[config.mk]
export PLATFORM = sky130hd
export DESIGN_NAME = alu_op_sequencer
export DESIGN_NICKNAME = d
export VERILOG_FILES = /design/src/rtl/alu_seq_pkg.sv /design/src/rtl/alu_op_sequencer_cc_gen.sv /design/src/rtl/alu_op_sequencer.sv
export SDC_FILE = /design/constraint.sdc
export NUM_CORES = 1
export LEC_CHECK = 0
export CORE_MARGIN = 2
export CORE_UTILIZATION = 36
export DETAILED_ROUTE_END_ITERATION = 12
export PLACE_DENSITY_LB_ADDON = 0.2
export REMOVE_ABC_BUFFERS = 1
export SYNTH_ARGS = -nofsm -noshare
export SYNTH_HDL_FRONTEND = slang
export SYNTH_SLANG_ARGS = --single-unit
[constraint.sdc]
create_clock -name clk -period 1.9 [get_ports clk]
set_input_delay 0.475 -clock clk [delete_from_list [all_inputs] [get_ports clk]]
set_output_delay 0.475 -clock clk [all_outputs]
set_load 0.01 [all_outputs]
[src/rtl/alu_seq_pkg.sv]
// Shared definitions for the LC-3 operate-instruction sequencer.
// Contents: opcode constants, ALU function encodings, sequencer state enum,
// the default reset value of the condition codes and the legality check.
package alu_seq_pkg;

    localparam logic [3:0] OP_ADD = 4'b0001;
    localparam logic [3:0] OP_AND = 4'b0101;
    localparam logic [3:0] OP_NOT = 4'b1001;

    localparam logic [1:0] ALUK_ADD  = 2'b00;
    localparam logic [1:0] ALUK_AND  = 2'b01;
    localparam logic [1:0] ALUK_NOT  = 2'b10;
    localparam logic [1:0] ALUK_PASS = 2'b11;

    localparam logic [2:0] CC_RESET_DEFAULT = 3'b010;

    typedef enum logic [2:0] {
        StIdle,
        StRd,
        StReq,
        StGate,
        StIll
    } state_e;

    // NOT carries a mandatory all-ones trailer in bits [5:0].
    function automatic logic is_legal(input logic [15:0] word);
        logic ok;
        ok = 1'b0;
        case (word[15:12])
            OP_ADD:  ok = 1'b1;
            OP_AND:  ok = 1'b1;
            OP_NOT:  ok = (word[5:0] == 6'b111111);
            default: ok = 1'b0;
        endcase
        return ok;
    endfunction

endpackage

[src/rtl/alu_op_sequencer_cc_gen.sv]
// cc_gen: combinational bus-to-NZP condition-code generator.
// Ports:
//   bus - 16-bit value on the shared bus
//   nzp - {N, Z, P} for that value
module cc_gen (
    input  logic [15:0] bus,
    output logic [2:0]  nzp
);

    logic zero;

    assign zero = (bus == 16'h0000);
    assign nzp  = {bus[15], zero, !bus[15] && !zero};

endmodule

[src/rtl/alu_op_sequencer.sv]
// alu_op_sequencer: control sequencer for the LC-3 ADD, AND and NOT instructions.
// Accepts one instruction word, waits out the register-file read latency,
// requests the shared bus, gates the ALU onto it after grant, loads the
// destination register and updates NZP from the bus value.
// Ports:
//   clk, rst_n              - clock, asynchronous active-low reset
//   instr_vld/instr/instr_rdy - instruction handshake (ready only when idle)
//   sr1_addr/sr2_addr/dr_addr - register-file addresses
//   aluk/ir_slice           - ALU function and immediate field
//   bus_req/bus_grant       - shared-bus arbitration
//   gate_alu_en/bus         - ALU bus drive and bus read-back
//   ld_reg/ld_cc/nzp        - register and condition-code update
//   done/illegal            - one-cycle retire / drop pulses
// All outputs are decoded from flops only.
module alu_op_sequencer
    import alu_seq_pkg::*;
#(
    parameter int unsigned RD_WAIT  = 1,
    parameter logic [2:0]  CC_RESET = CC_RESET_DEFAULT
) (
    input  logic        clk,
    input  logic        rst_n,
    input  logic        instr_vld,
    input  logic [15:0] instr,
    output logic        instr_rdy,
    output logic [2:0]  sr1_addr,
    output logic [2:0]  sr2_addr,
    output logic [1:0]  aluk,
    output logic [5:0]  ir_slice,
    output logic        bus_req,
    input  logic        bus_grant,
    output logic        gate_alu_en,
    input  logic [15:0] bus,
    output logic        ld_reg,
    output logic [2:0]  dr_addr,
    output logic        ld_cc,
    output logic [2:0]  nzp,
    output logic        done,
    output logic        illegal
);

    localparam logic [2:0] RD_LOAD = 3'(RD_WAIT - 1);

    state_e      state_q, state_d;
    logic [15:0] ir_q, ir_d;
    logic [2:0]  rd_cnt_q, rd_cnt_d;
    logic [2:0]  nzp_q, nzp_d;
    logic [2:0]  bus_nzp;

    cc_gen u_cc_gen (
        .bus (bus),
        .nzp (bus_nzp)
    );

    always_ff @(posedge clk or negedge rst_n) begin
        if (!rst_n) begin
            state_q  <= StIdle;
            ir_q     <= '0;
            rd_cnt_q <= '0;
            nzp_q    <= CC_RESET;
        end else begin
            state_q  <= state_d;
            ir_q     <= ir_d;
            rd_cnt_q <= rd_cnt_d;
            nzp_q    <= nzp_d;
        end
    end

    always_comb begin
        state_d  = state_q;
        ir_d     = ir_q;
        rd_cnt_d = rd_cnt_q;
        nzp_d    = nzp_q;
        case (state_q)
            StIdle: begin
                if (instr_vld) begin
                    ir_d = instr;
                    if (is_legal(instr)) begin
                        rd_cnt_d = RD_LOAD;
                        state_d  = StRd;
                    end else begin
                        state_d = StIll;
                    end
                end
            end
            StRd: begin
                if (rd_cnt_q == 3'd0) begin
                    state_d = StReq;
                end else begin
                    rd_cnt_d = rd_cnt_q - 3'd1;
                end
            end
            StReq: begin
                if (bus_grant) begin
                    state_d = StGate;
                end
            end
            StGate: begin
                // Grant may drop here; the arbiter guarantees this one cycle.
                nzp_d   = bus_nzp;
                state_d = StIdle;
            end
            StIll: begin
                state_d = StIdle;
            end
            default: begin
                state_d = StIdle;
            end
        endcase
    end

    always_comb begin
        aluk = ALUK_ADD;
        case (ir_q[15:12])
            OP_AND:  aluk = ALUK_AND;
            OP_NOT:  aluk = ALUK_NOT;
            default: aluk = ALUK_ADD;
        endcase
    end

    assign instr_rdy   = (state_q == StIdle);
    assign bus_req     = (state_q == StReq) || (state_q == StGate);
    assign gate_alu_en = (state_q == StGate);
    assign ld_reg      = (state_q == StGate);
    assign ld_cc       = (state_q == StGate);
    assign done        = (state_q == StGate);
    assign illegal     = (state_q == StIll);

    assign dr_addr  = ir_q[11:9];
    assign sr1_addr = ir_q[8:6];
    assign sr2_addr = ir_q[2:0];
    assign ir_slice = ir_q[5:0];
    assign nzp      = nzp_q;

endmodule

## Yosys cells after proc, flatten, opt, wreduce, memory -nomap -nowiden

Index checks and enable logic that the tools add are counted.

| storage, ports and cells | value |
|---|---|
| flip-flop bits (word level) | 25 |
| output and inout bits | 27 |
| word-level logic and storage cells | 45 |

| operators by class | value |
|---|---|
| add/subtract/negate cells | 1 |
| equality and inequality tests | 15 |
| multiplexer cells | 13 |
| reduce and logical (&&, ||, !) cells | 12 |

Operator list:

| operator | number |
|---|---|
| $mux W3 | 7 |
| $logic_not A16 Y1 | 1 |
| $pmux W3 S3 | 1 |
| $eq A4 B3 Y1 const B | 2 |
| $eq A4 B4 Y1 const B | 2 |
| $ne A2 B2 Y1 const B | 4 |
| $eq A3 B2 Y1 const B | 2 |
| $eq A6 B6 Y1 const B | 1 |
| $logic_not A3 Y1 | 2 |
| $pmux W3 S2 | 1 |
| $eq A4 B1 Y1 const B | 1 |
| $pmux W2 S2 | 1 |
| $reduce_and A4 Y1 | 1 |
| $eq A3 B1 Y1 const B | 1 |
| $eq A3 B3 Y1 const B | 1 |
| $reduce_and A3 Y1 | 1 |
| $sub A3 B1 Y3 const B | 1 |
| $logic_not A1 Y1 | 2 |
| $mux W1 | 2 |
| $ne A2 B1 Y1 const B | 1 |
| $pmux W1 S2 | 1 |
| $reduce_and A2 Y1 | 1 |
| $reduce_bool A2 Y1 | 1 |
| $reduce_or A2 Y1 | 1 |
| 2 further kinds | 2 |

## Logic depth before layout (Yosys ltp)

| logic depth | value |
|---|---|
| depth in word-level cells | 8 |
| gate-level depth with buffers | 7 |

## By module

From an unflattened synthesis, not the netlist that was laid out.

| second synthesis, totals | value |
|---|---|
| cells, all modules | 110 |
| area, all modules | 1342.5 µm² |

By module, submodules not included:

| module | times used | cells each | area each (µm²) | sequential area each (µm²) |
|---|---|---|---|---|
| alu_op_sequencer | 1 | 102 | 1285.0 | 626.9 |
| cc_gen | 1 | 8 | 57.6 | 0.0 |

## Worst setup path before layout

OpenSTA, ideal clock, no wires.

| path | value |
|---|---|
| path kind | register -> register |
| start | reg rd_cnt_q[0] |
| end | reg rd_cnt_q[0] |
| library setup time | 125 ps |
| arrival | 1742 ps |
| setup slack | 33 ps |
| stages on the path, launching flop included | 8 |
| buffers on the path | 0 |
| period minus slack after synthesis | 1867 ps |
| cell sequence | dfrtp_1 -> inv_1 -> ha_1 -> ha_1 -> nand2b_1 -> a221o_1 -> a31oi_4 -> mux2_4 |

| between the ends | value |
|---|---|
| cells in the longest elaborated chain, start to end | 3 |

RTL lines:

| element | RTL line | text |
|---|---|---|
| from (decl) | alu_op_sequencer.sv:46 | `logic [2:0] rd_cnt_q, rd_cnt_d;` |
| from (signal assigned) | alu_op_sequencer.sv:64 | `rd_cnt_q <= rd_cnt_d;` |
| $sub A3 B1 Y3 / $logic_not A3 Y1 (equally long branches) | alu_op_sequencer.sv:90, alu_op_sequencer.sv:87 |  |
| $mux W3 / $ne A2 B2 Y1 (equally long branches) | - |  |
| $pmux W3 S2 / $reduce_and A4 Y1 (equally long branches) | - |  |

Parallel ways exist; a longest one is shown, timed or not. The select of a mux whose other input is x is not followed.
A chain may end at the register's enable or synchronous reset.

## Final worst setup path

| path | value |
|---|---|
| start | reg rd_cnt_q[1] |
| end | reg rd_cnt_q[1] |

The elaborated chain is that of the path after synthesis.

==> flow_metrics.py <==
metrics = {
    "finish": {
        "antennaDiodeCount": 0,
        "fin_cells": 212,
        "post-route-util_pct": 58.2,
        "layout_commonest_cell": "clkdlybuf4s50_1",
        "drive_gt1_share_pct": 28.3,
        "layout_common_cells": "clkdlybuf4s50_1, dfrtp_1, mux2_2",
        "area_growth_syn_to_layout_pct": 51.1,
        "fin_nets": 205,
    },
    "power_and_ir_drop": {
        "p_int_mw": 1.83,
        "power_leakage_nw": 0.838,
        "p_seq_share_pct": 35.6,
        "combPwrFrac_pct": 55.5,
        "power.net_switching_mw": 0.862,
        "powerDensity_mw_per_mm2": 1350,
        "p_sw_share_pct": 32.0,
        "total_power_mw": 2.69,
        "vdd_drop_max_v": 0.000774,
        "clkPwrFrac_pct": 9.0,
    },
    "outcome": {
        "outcome": "finished, violations left",
        "violations": "negative setup slack",
    },
    "critical_path": {
        "worstPathArrival_ns": 2.13,
        "crit_path_end_kind": "register",
        "crit_fanout": 3,
        "critPathKind": "register to register",
        "required_ns": 2.11,
        "worstSetupStartpointType": "register",
        "worstSetupStartpoint": "rd_cnt_q[1]$_DFFE_PN0P_",
        "r2r-start": "rd_cnt_q[1]$_DFFE_PN0P_",
    },
    "synth": {
        "synth_cells": 109,
        "synthDistinctLibCells": 30,
        "avgSynthCellArea_um2": 12.1,
        "synthesis.area_mm2": 0.00132,
        "synth_fa_ha_area_share_pct": 1.90,
        "seq_area_frac_synth_pct": 47.7,
        "synth_xor_area_share_pct": 0,
        "synth_seq_cells": 25,
        "synth_compound_area_share_pct": 5.33,
        "synthMuxAreaShare_pct": 18.0,
        "synth_warnings": 0,
        "synth_top_family_by_area": "multiplexers",
        "synth_simple_gate_area_share_pct": 13.1,
    },
    "timing": {
        "maxSlewHeadroom_pct": 78.3,
        "min_period_over_period_pct": 101,
        "max_freq_mhz": 522,
        "finalClockSkew_ns": 0.00648,
        "setup-tns-final_ns": -0.0280,
        "setup_slack_ns": -0.0147,
        "hold_viol_final": 0,
        "worstMarginPinSlew_ns": 0.325,
        "setup_viol": 3,
        "period_needed_ns": 1.91,
        "drv_slew": 0,
        "rsz0062_at_grt": "true",
    },
    "grt": {
        "grtUsageTotal_pct": 14.9,
        "grt_max_degree": 26,
        "grt_antenna_before_repair": 0,
        "grt_pass1_wl_um": 4830,
        "grt_pass1_vias": 1030,
        "grt_overflow": 0,
    },
    "place": {
        "dpl.cell_count": 203,
        "dp_slack_ns": -0.196,
        "dp.final_hpwl_um": 2260,
        "place_congestion": 0.707,
        "port_buffers": 62,
    },
    "drt": {
        "drtIter0Drc": 25,
        "wl_per_cell_um": 14.2,
        "postRouteAntennaNets": 0,
        "drt-total-wl_um": 3020,
        "vias": 969,
        "drt_first_pass_iters": 4,
        "vias_per_cell": 4.57,
        "drcViolationCount": 0,
    },
    "hold_path": {
        "hp-class": "register to register",
        "hold_start": "nzp[1]$_DFFE_PN1P_",
    },
    "floorplanning": {
        "start_util_pct": 38.5,
        "core.rowCount": 21,
        "design.die.area_mm2": 0.00415,
        "die-width_um": 64.4,
        "die_height_um": 64.4,
        "pin_count": 63,
        "core_mm2": 0.00342,
    },
    "flow_run": {
        "drv_cap": 0,
    },
    "clock_network": {
        "clk-insertion-delay-late_ns": 0.31,
        "cts_max_level": 1,
        "clock-root-buffer": "clkbuf_4",
        "cts_tree": "done",
        "numCtsBuffers": 3,
        "clock_path_buffers": 2,
        "path_clk_slew_ns": 0.14,
        "clock-sinks": 25,
    },
}
## sequential cells by signal (all words and copies together) (netlist names)
name and cells:
ir_q 16, nzp 3, rd_cnt_q 3, state_q 3
## power by group through the flow
stage | logic (mW) | clock network [mW] | registers, mW
6_report | 1.49 | 0.241 | 0.958
5_1_grt | 1.61 | 0.276 | 0.997
4_1_cts | 1.41 | 0.252 | 0.955
3_5_place_dp | 1.34 | 0 | 0.962
3_3_place_gp | 1.31 | 0 | 0.949
2_1_floorplan | 0.498 | 0 | 1.04
## cell families after synthesis
kind of cell,Yosys count
AND/OR/NAND/NOR,28
buffers and inverters,26
flip-flops,25
multiplexers,20
AO/OA/AOI/OAI,8
adder cells (fa/ha/maj),2
## cell usage after synthesis, drive strengths merged
cell     count  share of area, %
and2         1              0.48
a21oi        2              0.76
inv          5               1.4
or2          1              0.48
o2bb2ai      1              0.67
a22o         1              0.67
and4b        1              0.76
nor3         1              0.76
nand4        2              0.95
nor3b        1              0.57
dfrtp       24                46
o21ai        1              0.38
a31oi        2               2.1
nor4bb       2               1.5
mux2        20                18
buf         21                13
dfstp        1               2.0
or3          1              0.48
nand2b       3               1.4
nand3b       1              0.57
nor2b        2              0.95
nor4         4               1.9
nand2        3              0.86
nor2         5               1.4
ha           2               1.9
a221o        1              0.76
## metal layers
layer / vias up / routed length (µm) / GRT usage, %
met3: 2 / 156 / 2.43
met1: 460 / 1300 / 19.1
met4: 0 / 15 / 4.79
met2: 31 / 1540 / 25.8
met5: - / 0 / 0
li1: 476 / - / -
## stage by stage
step	cell area, µm²	hold slack, ns
final	1990	0.494
after CTS	1950	0.494
after global routing	1990	0.515
after floorplan	1150	0.179
after detailed placement	1890	0.475
after global placement	1890	0.472
## final timing paths
path	end	cells past startpoint	slack, ns
max	rd_cnt_q[1]$_DFFE_PN0P_	7	-0.01
min	nzp[1]$_DFFE_PN1P_	2	0.49
max reg2reg	rd_cnt_q[1]$_DFFE_PN0P_	7	-0.01
min reg2reg	nzp[1]$_DFFE_PN1P_	2	0.49
max in group asynchronous	nzp[1]$_DFFE_PN1P_	2	1.11
min in group asynchronous	state_q[1]$_DFFE_PN0P_	2	0.50
## worst max-delay path, stage by stage, from the launching register on
cell	delay [ns]
dfrtp_1	0.41
inv_2	0.07
ha_4	0.17
ha_4	0.15
nand2b_4	0.13
a221o_1	0.34
a31oi_4	0.22
mux2_4	0.32
## cell type report
class | instances | area, µm²
multi-input cells | 58 | 539
clock buffers | 4 | 26.3
flip-flops and latches | 25 | 628
inverters | 5 | 18.8
well taps | 46 | 57.6
fillers | 297 | 1430
repair buffers | 74 | 717
## repair_timing
item / in CTS / in global routing
setup endpoints to repair: 12 / 10
resized for setup: 13 / 13
pin swaps: 2 / 3
hold buffers: 0 / 0
setup buffers: 2 / 3
No activity file was read; power rests on OpenSTA's default activity.
